$ cat src/rtl/timer_ctrl.sv
// timer_ctrl: run/pause/finish sequencer for a 4-digit MM:SS countdown built
// from a cascade of per-digit BCD down-counters.
//
// State table (one-hot):
//   state   | meaning
//   IDLE    | counters held in load state, presets editable, waiting for START
//   RUN     | counters enabled, watching for all-zero digits
//   PAUSE   | counters frozen, START resumes
//   FINISH  | alarm active, counters held finished until ACK or alarm timeout
//
// Ports:
//   CLK, RST                       clock, synchronous active-high reset
//   START, CLEAR, INC_SEC, INC_MIN one-cycle button pulses
//   ACK                            alarm acknowledge pulse
//   CNT_BUSY                       OR of digit-counter BUSY outputs
//   VAL_S0/S1/M0/M1                live digit values from the counters
//   SET_S0/S1/M0/M1                BCD preset to the counters' VAL_SET
//   CNT_EN, CNT_DONE               shared counter controls
//   ALARM, ALARM_BLINK, RUNNING    status to display/LED logic
module timer_ctrl #(
    parameter int unsigned ALARM_CYC = 500_000_000,
    parameter int unsigned BLINK_CYC = 50_000_000
) (
    input  logic       CLK,
    input  logic       RST,
    input  logic       START,
    input  logic       CLEAR,
    input  logic       INC_SEC,
    input  logic       INC_MIN,
    input  logic       ACK,
    input  logic       CNT_BUSY,
    input  logic [3:0] VAL_S0,
    input  logic [3:0] VAL_S1,
    input  logic [3:0] VAL_M0,
    input  logic [3:0] VAL_M1,
    output logic [3:0] SET_S0,
    output logic [3:0] SET_S1,
    output logic [3:0] SET_M0,
    output logic [3:0] SET_M1,
    output logic       CNT_EN,
    output logic       CNT_DONE,
    output logic       ALARM,
    output logic       ALARM_BLINK,
    output logic       RUNNING
);

    typedef enum logic [3:0] {
        ST_IDLE   = 4'b0001,
        ST_RUN    = 4'b0010,
        ST_PAUSE  = 4'b0100,
        ST_FINISH = 4'b1000
    } state_t;

    state_t      state_q, state_d;
    logic [3:0]  set_s0_q, set_s0_d, set_s1_q, set_s1_d;
    logic [3:0]  set_m0_q, set_m0_d, set_m1_q, set_m1_d;
    logic        cnt_en_q, cnt_en_d, cnt_done_q, cnt_done_d;
    logic        alarm_q, alarm_d, blink_q, blink_d;
    logic [31:0] alarm_cnt_q, alarm_cnt_d, blink_cnt_q, blink_cnt_d;
    logic        val_zero_q, val_zero_d;

    logic [3:0]  sec0_inc, sec1_inc, min0_inc, min1_inc;
    logic        preset_nz;

    // BCD increments: seconds wrap 59 -> 00, minutes wrap 99 -> 00
    always_comb begin
        sec0_inc = (set_s0_q == 4'd9) ? 4'd0 : set_s0_q + 4'd1;
        sec1_inc = set_s1_q;
        if (set_s0_q == 4'd9)
            sec1_inc = (set_s1_q == 4'd5) ? 4'd0 : set_s1_q + 4'd1;
        min0_inc = (set_m0_q == 4'd9) ? 4'd0 : set_m0_q + 4'd1;
        min1_inc = set_m1_q;
        if (set_m0_q == 4'd9)
            min1_inc = (set_m1_q == 4'd9) ? 4'd0 : set_m1_q + 4'd1;
    end

    assign preset_nz = |{set_s0_q, set_s1_q, set_m0_q, set_m1_q};

    always_comb begin
        state_d     = state_q;
        set_s0_d    = set_s0_q;
        set_s1_d    = set_s1_q;
        set_m0_d    = set_m0_q;
        set_m1_d    = set_m1_q;
        cnt_done_d  = 1'b0;
        alarm_d     = 1'b0;
        blink_d     = 1'b0;
        alarm_cnt_d = 32'd0;
        blink_cnt_d = 32'd0;
        // registered copy of the all-zero compare; expiry is seen one cycle late
        val_zero_d  = (VAL_S0 == 4'd0) && (VAL_S1 == 4'd0) &&
                      (VAL_M0 == 4'd0) && (VAL_M1 == 4'd0);

        case (state_q)
            ST_IDLE: begin
                if (CLEAR) begin
                    set_s0_d = 4'd0;
                    set_s1_d = 4'd0;
                    set_m0_d = 4'd0;
                    set_m1_d = 4'd0;
                end else begin
                    if (INC_SEC) begin
                        set_s0_d = sec0_inc;
                        set_s1_d = sec1_inc;
                    end
                    if (INC_MIN) begin
                        set_m0_d = min0_inc;
                        set_m1_d = min1_inc;
                    end
                    if (START && !CNT_BUSY && preset_nz)
                        state_d = ST_RUN;
                end
            end
            ST_RUN: begin
                if (CLEAR)
                    state_d = ST_IDLE;
                else if (val_zero_q) begin
                    state_d    = ST_FINISH;
                    cnt_done_d = 1'b1;
                end else if (START)
                    state_d = ST_PAUSE;
            end
            ST_PAUSE: begin
                if (CLEAR)
                    state_d = ST_IDLE;
                else if (START)
                    state_d = ST_RUN;
            end
            ST_FINISH: begin
                if (CLEAR || ACK || (alarm_cnt_q == 32'(ALARM_CYC - 1)))
                    state_d = ST_IDLE;
            end
            default: begin
                state_d    = ST_IDLE;
                set_s0_d   = 4'd0;
                set_s1_d   = 4'd0;
                set_m0_d   = 4'd0;
                set_m1_d   = 4'd0;
                val_zero_d = 1'b0;
            end
        endcase

        // outputs are registered, so they are decoded from the next state
        cnt_en_d = (state_d == ST_RUN) || (state_d == ST_FINISH);
        if (state_d == ST_FINISH) begin
            alarm_d = 1'b1;
            if (state_q != ST_FINISH) begin
                blink_d = 1'b1;
            end else begin
                alarm_cnt_d = alarm_cnt_q + 32'd1;
                if (blink_cnt_q == 32'(BLINK_CYC - 1)) begin
                    blink_cnt_d = 32'd0;
                    blink_d     = ~blink_q;
                end else begin
                    blink_cnt_d = blink_cnt_q + 32'd1;
                    blink_d     = blink_q;
                end
            end
        end
    end

    always_ff @(posedge CLK) begin
        if (RST) begin
            state_q     <= ST_IDLE;
            set_s0_q    <= 4'd0;
            set_s1_q    <= 4'd0;
            set_m0_q    <= 4'd0;
            set_m1_q    <= 4'd0;
            cnt_en_q    <= 1'b0;
            cnt_done_q  <= 1'b0;
            alarm_q     <= 1'b0;
            blink_q     <= 1'b0;
            alarm_cnt_q <= 32'd0;
            blink_cnt_q <= 32'd0;
            val_zero_q  <= 1'b0;
        end else begin
            state_q     <= state_d;
            set_s0_q    <= set_s0_d;
            set_s1_q    <= set_s1_d;
            set_m0_q    <= set_m0_d;
            set_m1_q    <= set_m1_d;
            cnt_en_q    <= cnt_en_d;
            cnt_done_q  <= cnt_done_d;
            alarm_q     <= alarm_d;
            blink_q     <= blink_d;
            alarm_cnt_q <= alarm_cnt_d;
            blink_cnt_q <= blink_cnt_d;
            val_zero_q  <= val_zero_d;
        end
    end

    assign SET_S0      = set_s0_q;
    assign SET_S1      = set_s1_q;
    assign SET_M0      = set_m0_q;
    assign SET_M1      = set_m1_q;
    assign CNT_EN      = cnt_en_q;
    assign CNT_DONE    = cnt_done_q;
    assign ALARM       = alarm_q;
    assign ALARM_BLINK = blink_q;
    assign RUNNING     = (state_q == ST_RUN);

endmodule

$ cat config.mk
export PLATFORM = sky130hd
export DESIGN_NAME = timer_ctrl
export DESIGN_NICKNAME = d
export VERILOG_FILES = /design/src/rtl/timer_ctrl.sv
export SDC_FILE = /design/constraint.sdc
export NUM_CORES = 1
export LEC_CHECK = 0
export CAP_MARGIN = 10
export CORE_MARGIN = 4
export CORE_UTILIZATION = 40
export CTS_BUF_LIST = sky130_fd_sc_hd__clkbuf_2 sky130_fd_sc_hd__clkbuf_4 sky130_fd_sc_hd__clkbuf_8
export DETAILED_ROUTE_END_ITERATION = 6
export PLACE_DENSITY = 0.59
export SYNTH_ARGS = -nofsm -noshare
export SYNTH_HDL_FRONTEND = slang
export SYNTH_SLANG_ARGS = --single-unit
$ cat constraint.sdc
create_clock -name CLK -period 2.6 [get_ports CLK]
set_clock_uncertainty 0.2 [all_clocks]
set_input_delay 0.26 -clock CLK [delete_from_list [all_inputs] [get_ports CLK]]
set_output_delay 0.26 -clock CLK [all_outputs]
set_load 0.005 [all_outputs]
==> results.sh, run 1 <==
export IMPL_status="completed"
export IMPL_ys_ff_latch=89
export IMPL_cts_buffers=9
export IMPL_cts_htree_levels=3
export IMPL_async_flop_share=0
export IMPL_synth_flop_cell="dfxtp_1"
export IMPL_pin_count=45
export IMPL_fin_tns_setup_ns=0
export IMPL_hold_path_class="register to register"
export IMPL_finalMaxSlewViolations=0
export IMPL_worstPathArrival_ns=2.02
export IMPL_layout_commonest_cell="dfxtp_1"
export IMPL_route_met3_wl_um=476
export IMPL_grt_pass1_wl_um=17400
export IMPL_worstSkewPairLatency_ns=0.36
export IMPL_top_signal_layer_used="met4"
export IMPL_grt_usage=0.162
export IMPL_cts_resized=0
export IMPL_worstPathRequired_ns=2.14
export IMPL_multiInputGateArea_um2=2480
export IMPL_cts_sinks=89
export IMPL_p_int_w=0.00197
export IMPL_hold_buffers=0
export IMPL_worstPathCellList="or4b_4 -> clkinv_2 -> clkdlybuf4s50_1"
export IMPL_rr_worst_depth=6
export IMPL_finalWirelength_um=9890
export IMPL_die_area_um2=13000
export IMPL_crit_type="register to output port"
export IMPL_drt_initial_drc_count=203
export IMPL_wl_met1_um=4790
export IMPL_utilization=0.493
export IMPL_hold_depth=1
export IMPL_rsz0062_at_grt="no"
export IMPL_swShare=0.228
export IMPL_finalCriticalPeriod_ns=2.48
export IMPL_path_clk_slew_ns=0.09
export IMPL_die_w_um=114
export IMPL_coreArea_um2=10900
export IMPL_seqPwrFrac=0.542
export IMPL_grt_pass1_vias=3710
export IMPL_seq_area_um2=1780
export IMPL_vias=3792
export IMPL_clockRootBuffer="clkbuf_8"
export IMPL_dr_pass1_iters=4
export IMPL_synthCells=515
export IMPL_crit_path_end_kind="output port"
export IMPL_worst_slew_pin_slew_ns=0.676
export IMPL_yosysUniqueCellTypes=51
export IMPL_syn_area_um2=4490
export IMPL_synth_seq_area_share=0.397
export IMPL_slew_headroom=0.545
export IMPL_leakage_nw=1.66
export IMPL_final_cell_area_um2=5360
export IMPL_rows=38
export IMPL_path_buf_inv=2
export IMPL_clockBufferDepth=2
export IMPL_yosysWarningCount=0
export IMPL_max_stage_delay_ns=0.60
export IMPL_maxCapViolations=0
export IMPL_period_share=0.955
export IMPL_p_switching_w=0.000580
export IMPL_setup_viol=0
export IMPL_syn_avg_cell_area_um2=8.71
export IMPL_final_nets=610
export IMPL_worst_path_max_delay_cell="or4b_4"
export IMPL_area_growth_pct=19.5
export IMPL_io_buffer_count=44
export IMPL_wl_met2_um=4550
export IMPL_tritoncts="done"
export IMPL_syn_num_nets=553
export IMPL_initial_utilization=0.412
export IMPL_critPathMaxFanout=8
export IMPL_wire_per_inst_um=13.8
export IMPL_place_congestion=0.807
export IMPL_p_per_area_nw_per_um2=475
export IMPL_drive_above_1_share=0.104
export IMPL_grt_max_degree=38
export IMPL_post_cts_setup_buffers=0
export IMPL_antenna_found_initial=0
export IMPL_cp_top_family="buffers and inverters"
export IMPL_vias_per_cell=5.29
export IMPL_critPathLaunchType="register"
export IMPL_fill_cells=1062
export IMPL_clkPwrFrac=0.393
export IMPL_synth_edf_count=0
export IMPL_drc=0
export IMPL_final_cell_mix="dfxtp_1 (89), nor2_1 (60), xnor2_1 (44), clkdlybuf4s50_1 (44), nor3_1 (43)"
export IMPL_grt_ovfl_total=0
export IMPL_antenna_cells=0
export IMPL_p_total_w=0.00255
export IMPL_ir_drop_v=0.000233
export IMPL_dp_hpwl_um=7120
export IMPL_pwr_share_comb=0.064
export IMPL_placed_area_um2=5150
export IMPL_route_antenna_remaining_nets=0
export IMPL_fmax_ghz=0.403
export IMPL_hold_viol_final=0
export IMPL_die_h_um=114
export IMPL_cp_depth=3
-- area by class of cell --
cell class,instances,area share
Inverter,26,0.0184
Clock buffer,12,0.0296
Multi-Input combinational cell,382,0.463
Tap cell,140,0.0327
Sequential cell,89,0.332
Clock inverter,4,0.00956
Timing Repair Buffer,64,0.115
-- synthesized netlist by cell type, types with 11 or more instances --
library cell / instances / share of area
nand2_1: 27 / 0.023
xor2_1: 25 / 0.049
nand3_1: 31 / 0.035
nor2_2: 11 / 0.015
inv_1: 24 / 0.020
nor3_1: 43 / 0.048
a21oi_1: 11 / 0.012
dfxtp_1: 89 / 0.40
ha_1: 14 / 0.039
nor4_1: 16 / 0.022
nor2_1: 60 / 0.050
xnor2_1: 44 / 0.086
nand4_1: 24 / 0.033
-- metal layers --
layer,track usage,up-vias
met5,0,-
met4,0.0546,0
met3,0.0424,6
met2,0.256,80
met1,0.216,1786
li1,-,1920
-- flip-flops by register name (all words and copies together) (netlist names) --
signal and cells:
val_zero_q 1, ALARM 1, blink_cnt_q 32, state_q 4, ALARM_BLINK 1, SET_M1 4, SET_M0 4, CNT_EN 1
SET_S0 4, SET_S1 4, CNT_DONE 1, alarm_cnt_q 32
-- worst paths after layout --
check | end | slack (ns) | from
setup / recovery | RUNNING | 0.12 | state_q[3]$_SDFF_PP0_
hold / removal | blink_cnt_q[0]$_SDFF_PP0_ | 0.26 | blink_cnt_q[0]$_SDFF_PP0_
hold reg to reg | blink_cnt_q[0]$_SDFF_PP0_ | 0.26 | blink_cnt_q[0]$_SDFF_PP0_
setup reg to reg | blink_cnt_q[7]$_SDFF_PP0_ | 0.27 | state_q[3]$_SDFF_PP0_
-- kinds of logic after synthesis --
| logic type | after synthesis | share of synthesized area |
|---|---|---|
| AOI/OAI and AO/OA | 38 | 0.0608 |
| xor gates and xnor gates | 69 | 0.135 |
| adders and majority gates | 14 | 0.0390 |
| buffers and inverters | 44 | 0.0496 |
| DFF | 89 | 0.397 |
| muxes | 3 | 0.00669 |
| and+or+nand+nor | 258 | 0.312 |
-- worst reg2reg max path, delay by kind of cell (launching register included) --
family          cells  cell delay, ns
flops               1            0.41
compound gates      1            0.21
simple gates        4            1.29
buf+inv             1            0.12
-- power groups by stage --
stage	clock network, W	logic (W)	registers [W]
final	0.00100	0.000164	0.00138
after global routing	0.00109	0.000182	0.00138
after CTS	0.00104	0.000165	0.00138
after detailed placement	0	0.000165	0.00141
after global placement	0	0.000162	0.00141
after floorplan	0	0.0000824	0.00141
-- per-stage QoR --
step                setup WS [ns]  instances  hold slack, ns
floorplan                   0.410        515           0.137
global placement            0.175        701           0.243
detailed placement          0.104        701           0.256
CTS                        0.0899        717           0.270
global route               0.0254        717           0.291
finish                      0.117        717           0.261
No activity file was read; power rests on OpenSTA's default activity.
==> inputs of run 2 (changes only) <==
CAP_MARGIN = 20   (was 10)
PLACE_DENSITY = unset   (was 0.59)
==> run 2 against run 1 <==
Compared with the run above: core utilization about the same; sequential power about the same; worst setup slack better by 0.12 ns; worst hold slack better by 0.0023 ns; via count down 0.53%; critical path depth up 4; the flow now finishes with violations (design-rule violations); non-clock buffer count down 2; clock power up 7%; cell count down 0.28%; power up 2.6%; die area unchanged; fmax up 5.0%.
==> results.sh, run 2 (same netlist as run 1, synthesis figures left out) <==
export IMPL_status="finished with violations"
export IMPL_violations="design-rule violations"
export IMPL_slew_headroom=0.502
export IMPL_path_clk_slew_ns=0.09
export IMPL_dr_pass1_iters=6
export IMPL_critPathLaunchType="register"
export IMPL_largestRegisters="alarm_cnt_q (32), blink_cnt_q (32)"
export IMPL_vias=3772
export IMPL_antenna_cells=0
export IMPL_leakage_nw=1.68
export IMPL_hold_buffers=0
export IMPL_die_w_um=114
export IMPL_grt_busiest_layer="met2"
export IMPL_fmax_ghz=0.423
export IMPL_max_stage_delay_ns=0.58
export IMPL_use_met1=0.214
export IMPL_worstPathArrival_ns=2.43
export IMPL_clockBufferDepth=2
export IMPL_wire_per_inst_um=14.0
export IMPL_area_growth_pct=19.5
export IMPL_placed_area_um2=5130
export IMPL_antenna_found_initial=0
export IMPL_worstSkewPairLatency_ns=0.38
export IMPL_grt_ovfl_total=0
export IMPL_place_congestion=0.839
export IMPL_route_antenna_remaining_nets=0
export IMPL_pin_count=45
export IMPL_crit_path_end_kind="register"
export IMPL_layout_commonest_cell="dfxtp_1"
export IMPL_finalWirelength_um=10000
export IMPL_finalMaxSlewViolations=0
export IMPL_p_total_w=0.00262
export IMPL_worstPathCellList="ha_1 -> nand2_1 -> or3_1 -> or4_4 -> o21ai_2 -> buf_4 -> nor3_1"
export IMPL_cts_htree_levels=3
export IMPL_initial_utilization=0.412
export IMPL_hold_viol_final=0
export IMPL_period_share=0.910
export IMPL_drt_initial_drc_count=159
export IMPL_hold_path_class="register to register"
export IMPL_fill_cells=1055
export IMPL_grt_max_degree=33
export IMPL_rows=38
export IMPL_clockRootBuffer="clkbuf_8"
export IMPL_final_cell_area_um2=5360
export IMPL_setup_viol=0
export IMPL_ir_drop_v=0.000245
export IMPL_finalCriticalPeriod_ns=2.37
export IMPL_vias_per_cell=5.28
export IMPL_grt_pass1_wl_um=17200
export IMPL_crit_type="register to register"
export IMPL_die_area_um2=13000
export IMPL_cp_top_family="simple AND/OR/NAND/NOR gates"
export IMPL_io_buffer_count=44
export IMPL_worstPathRequired_ns=2.66
export IMPL_post_cts_setup_buffers=0
export IMPL_seq_area_um2=1790
export IMPL_final_nets=608
export IMPL_tritoncts="done"
export IMPL_dp_hpwl_um=7120
export IMPL_coreArea_um2=10900
export IMPL_drc=1
export IMPL_worst_slew_pin_slew_ns=0.739
export IMPL_die_h_um=114
export IMPL_multiInputGateArea_um2=2480
export IMPL_final_cell_mix="dfxtp_1 (85), nor2_1 (60), xnor2_1 (44)"
export IMPL_met2_usage=0.252
export IMPL_cts_buffers=9
export IMPL_grt_pass1_vias=3710
export IMPL_fin_hold_ws_ns=0.264
export IMPL_drive_above_1_share=0.108
export IMPL_grt_usage=0.163
export IMPL_p_per_area_nw_per_um2=488
export IMPL_grt_use_met3=0.0456
export IMPL_cts_sinks=89
export IMPL_fin_tns_setup_ns=0
export IMPL_maxCapViolations=0
export IMPL_worst_path_max_delay_cell="or4_4"
export IMPL_path_buf_inv=1
export IMPL_critPathMaxFanout=27
export IMPL_rsz0062_at_grt="no"
==> run 2: worst register-to-register path: stages (launching register included) <==
cell	delay, ns
dfxtp_1	0.36
ha_1	0.21
nand2_1	0.06
or3_1	0.34
or4_4	0.58
o21ai_2	0.07
buf_4	0.31
nor3_1	0.11
==> run 2: power by group <==
group	internal [W]	leakage (nW)	switching [W]	total, W
Sequential	0.00137	0.719	0.0000151	0.00138
Combinational	0.0000882	0.844	0.0000718	0.000160
Clock	0.000557	0.114	0.000515	0.00107
==> run 2: area by class of cell <==
cell class,instances,area share
Timing Repair Buffer,62,0.110
Tap cell,140,0.0327
Clock buffer,10,0.0245
Clock inverter,6,0.0170
Inverter,26,0.0184
Multi-Input combinational cell,382,0.463
Sequential cell,89,0.334
==> run 2: per-stage QoR <==
step | setup slack, ns | utilization | std cells
CTS | 0.0116 | 0.491 | 715
global placement | 0.133 | 0.471 | 699
finish | 0.235 | 0.492 | 715
detailed placement | 0.0709 | 0.471 | 699
global route | 0.0780 | 0.492 | 715
floorplan | 0.410 | - | 515
==> run 2: repair_timing <==
item | 4_1_cts | 5_1_grt
hold endpoints to repair | 0 | 0
resized for setup | 2 | 5
endpoints found under the setup margin | 1 | 1
==> run 2: routing by layer <==
layer | routed length (um) | up-vias
li1 | - | 1909
met1 | 4820 | 1753
met2 | 4450 | 91
met3 | 585 | 19
met4 | 187 | 0
met5 | 0 | -
==> run 2: final timing paths <==
check | start | end | slack [ns] | cells past startpoint
worst max-delay path | blink_cnt_q[0]$_SDFF_PP0_ | blink_cnt_q[10]$_SDFF_PP0_ | 0.23 | 7
worst min-delay path | blink_cnt_q[0]$_SDFF_PP0_ | blink_cnt_q[0]$_SDFF_PP0_ | 0.26 | 1
worst max register to register | blink_cnt_q[0]$_SDFF_PP0_ | blink_cnt_q[10]$_SDFF_PP0_ | 0.23 | 7
worst min register to register | blink_cnt_q[0]$_SDFF_PP0_ | blink_cnt_q[0]$_SDFF_PP0_ | 0.26 | 1
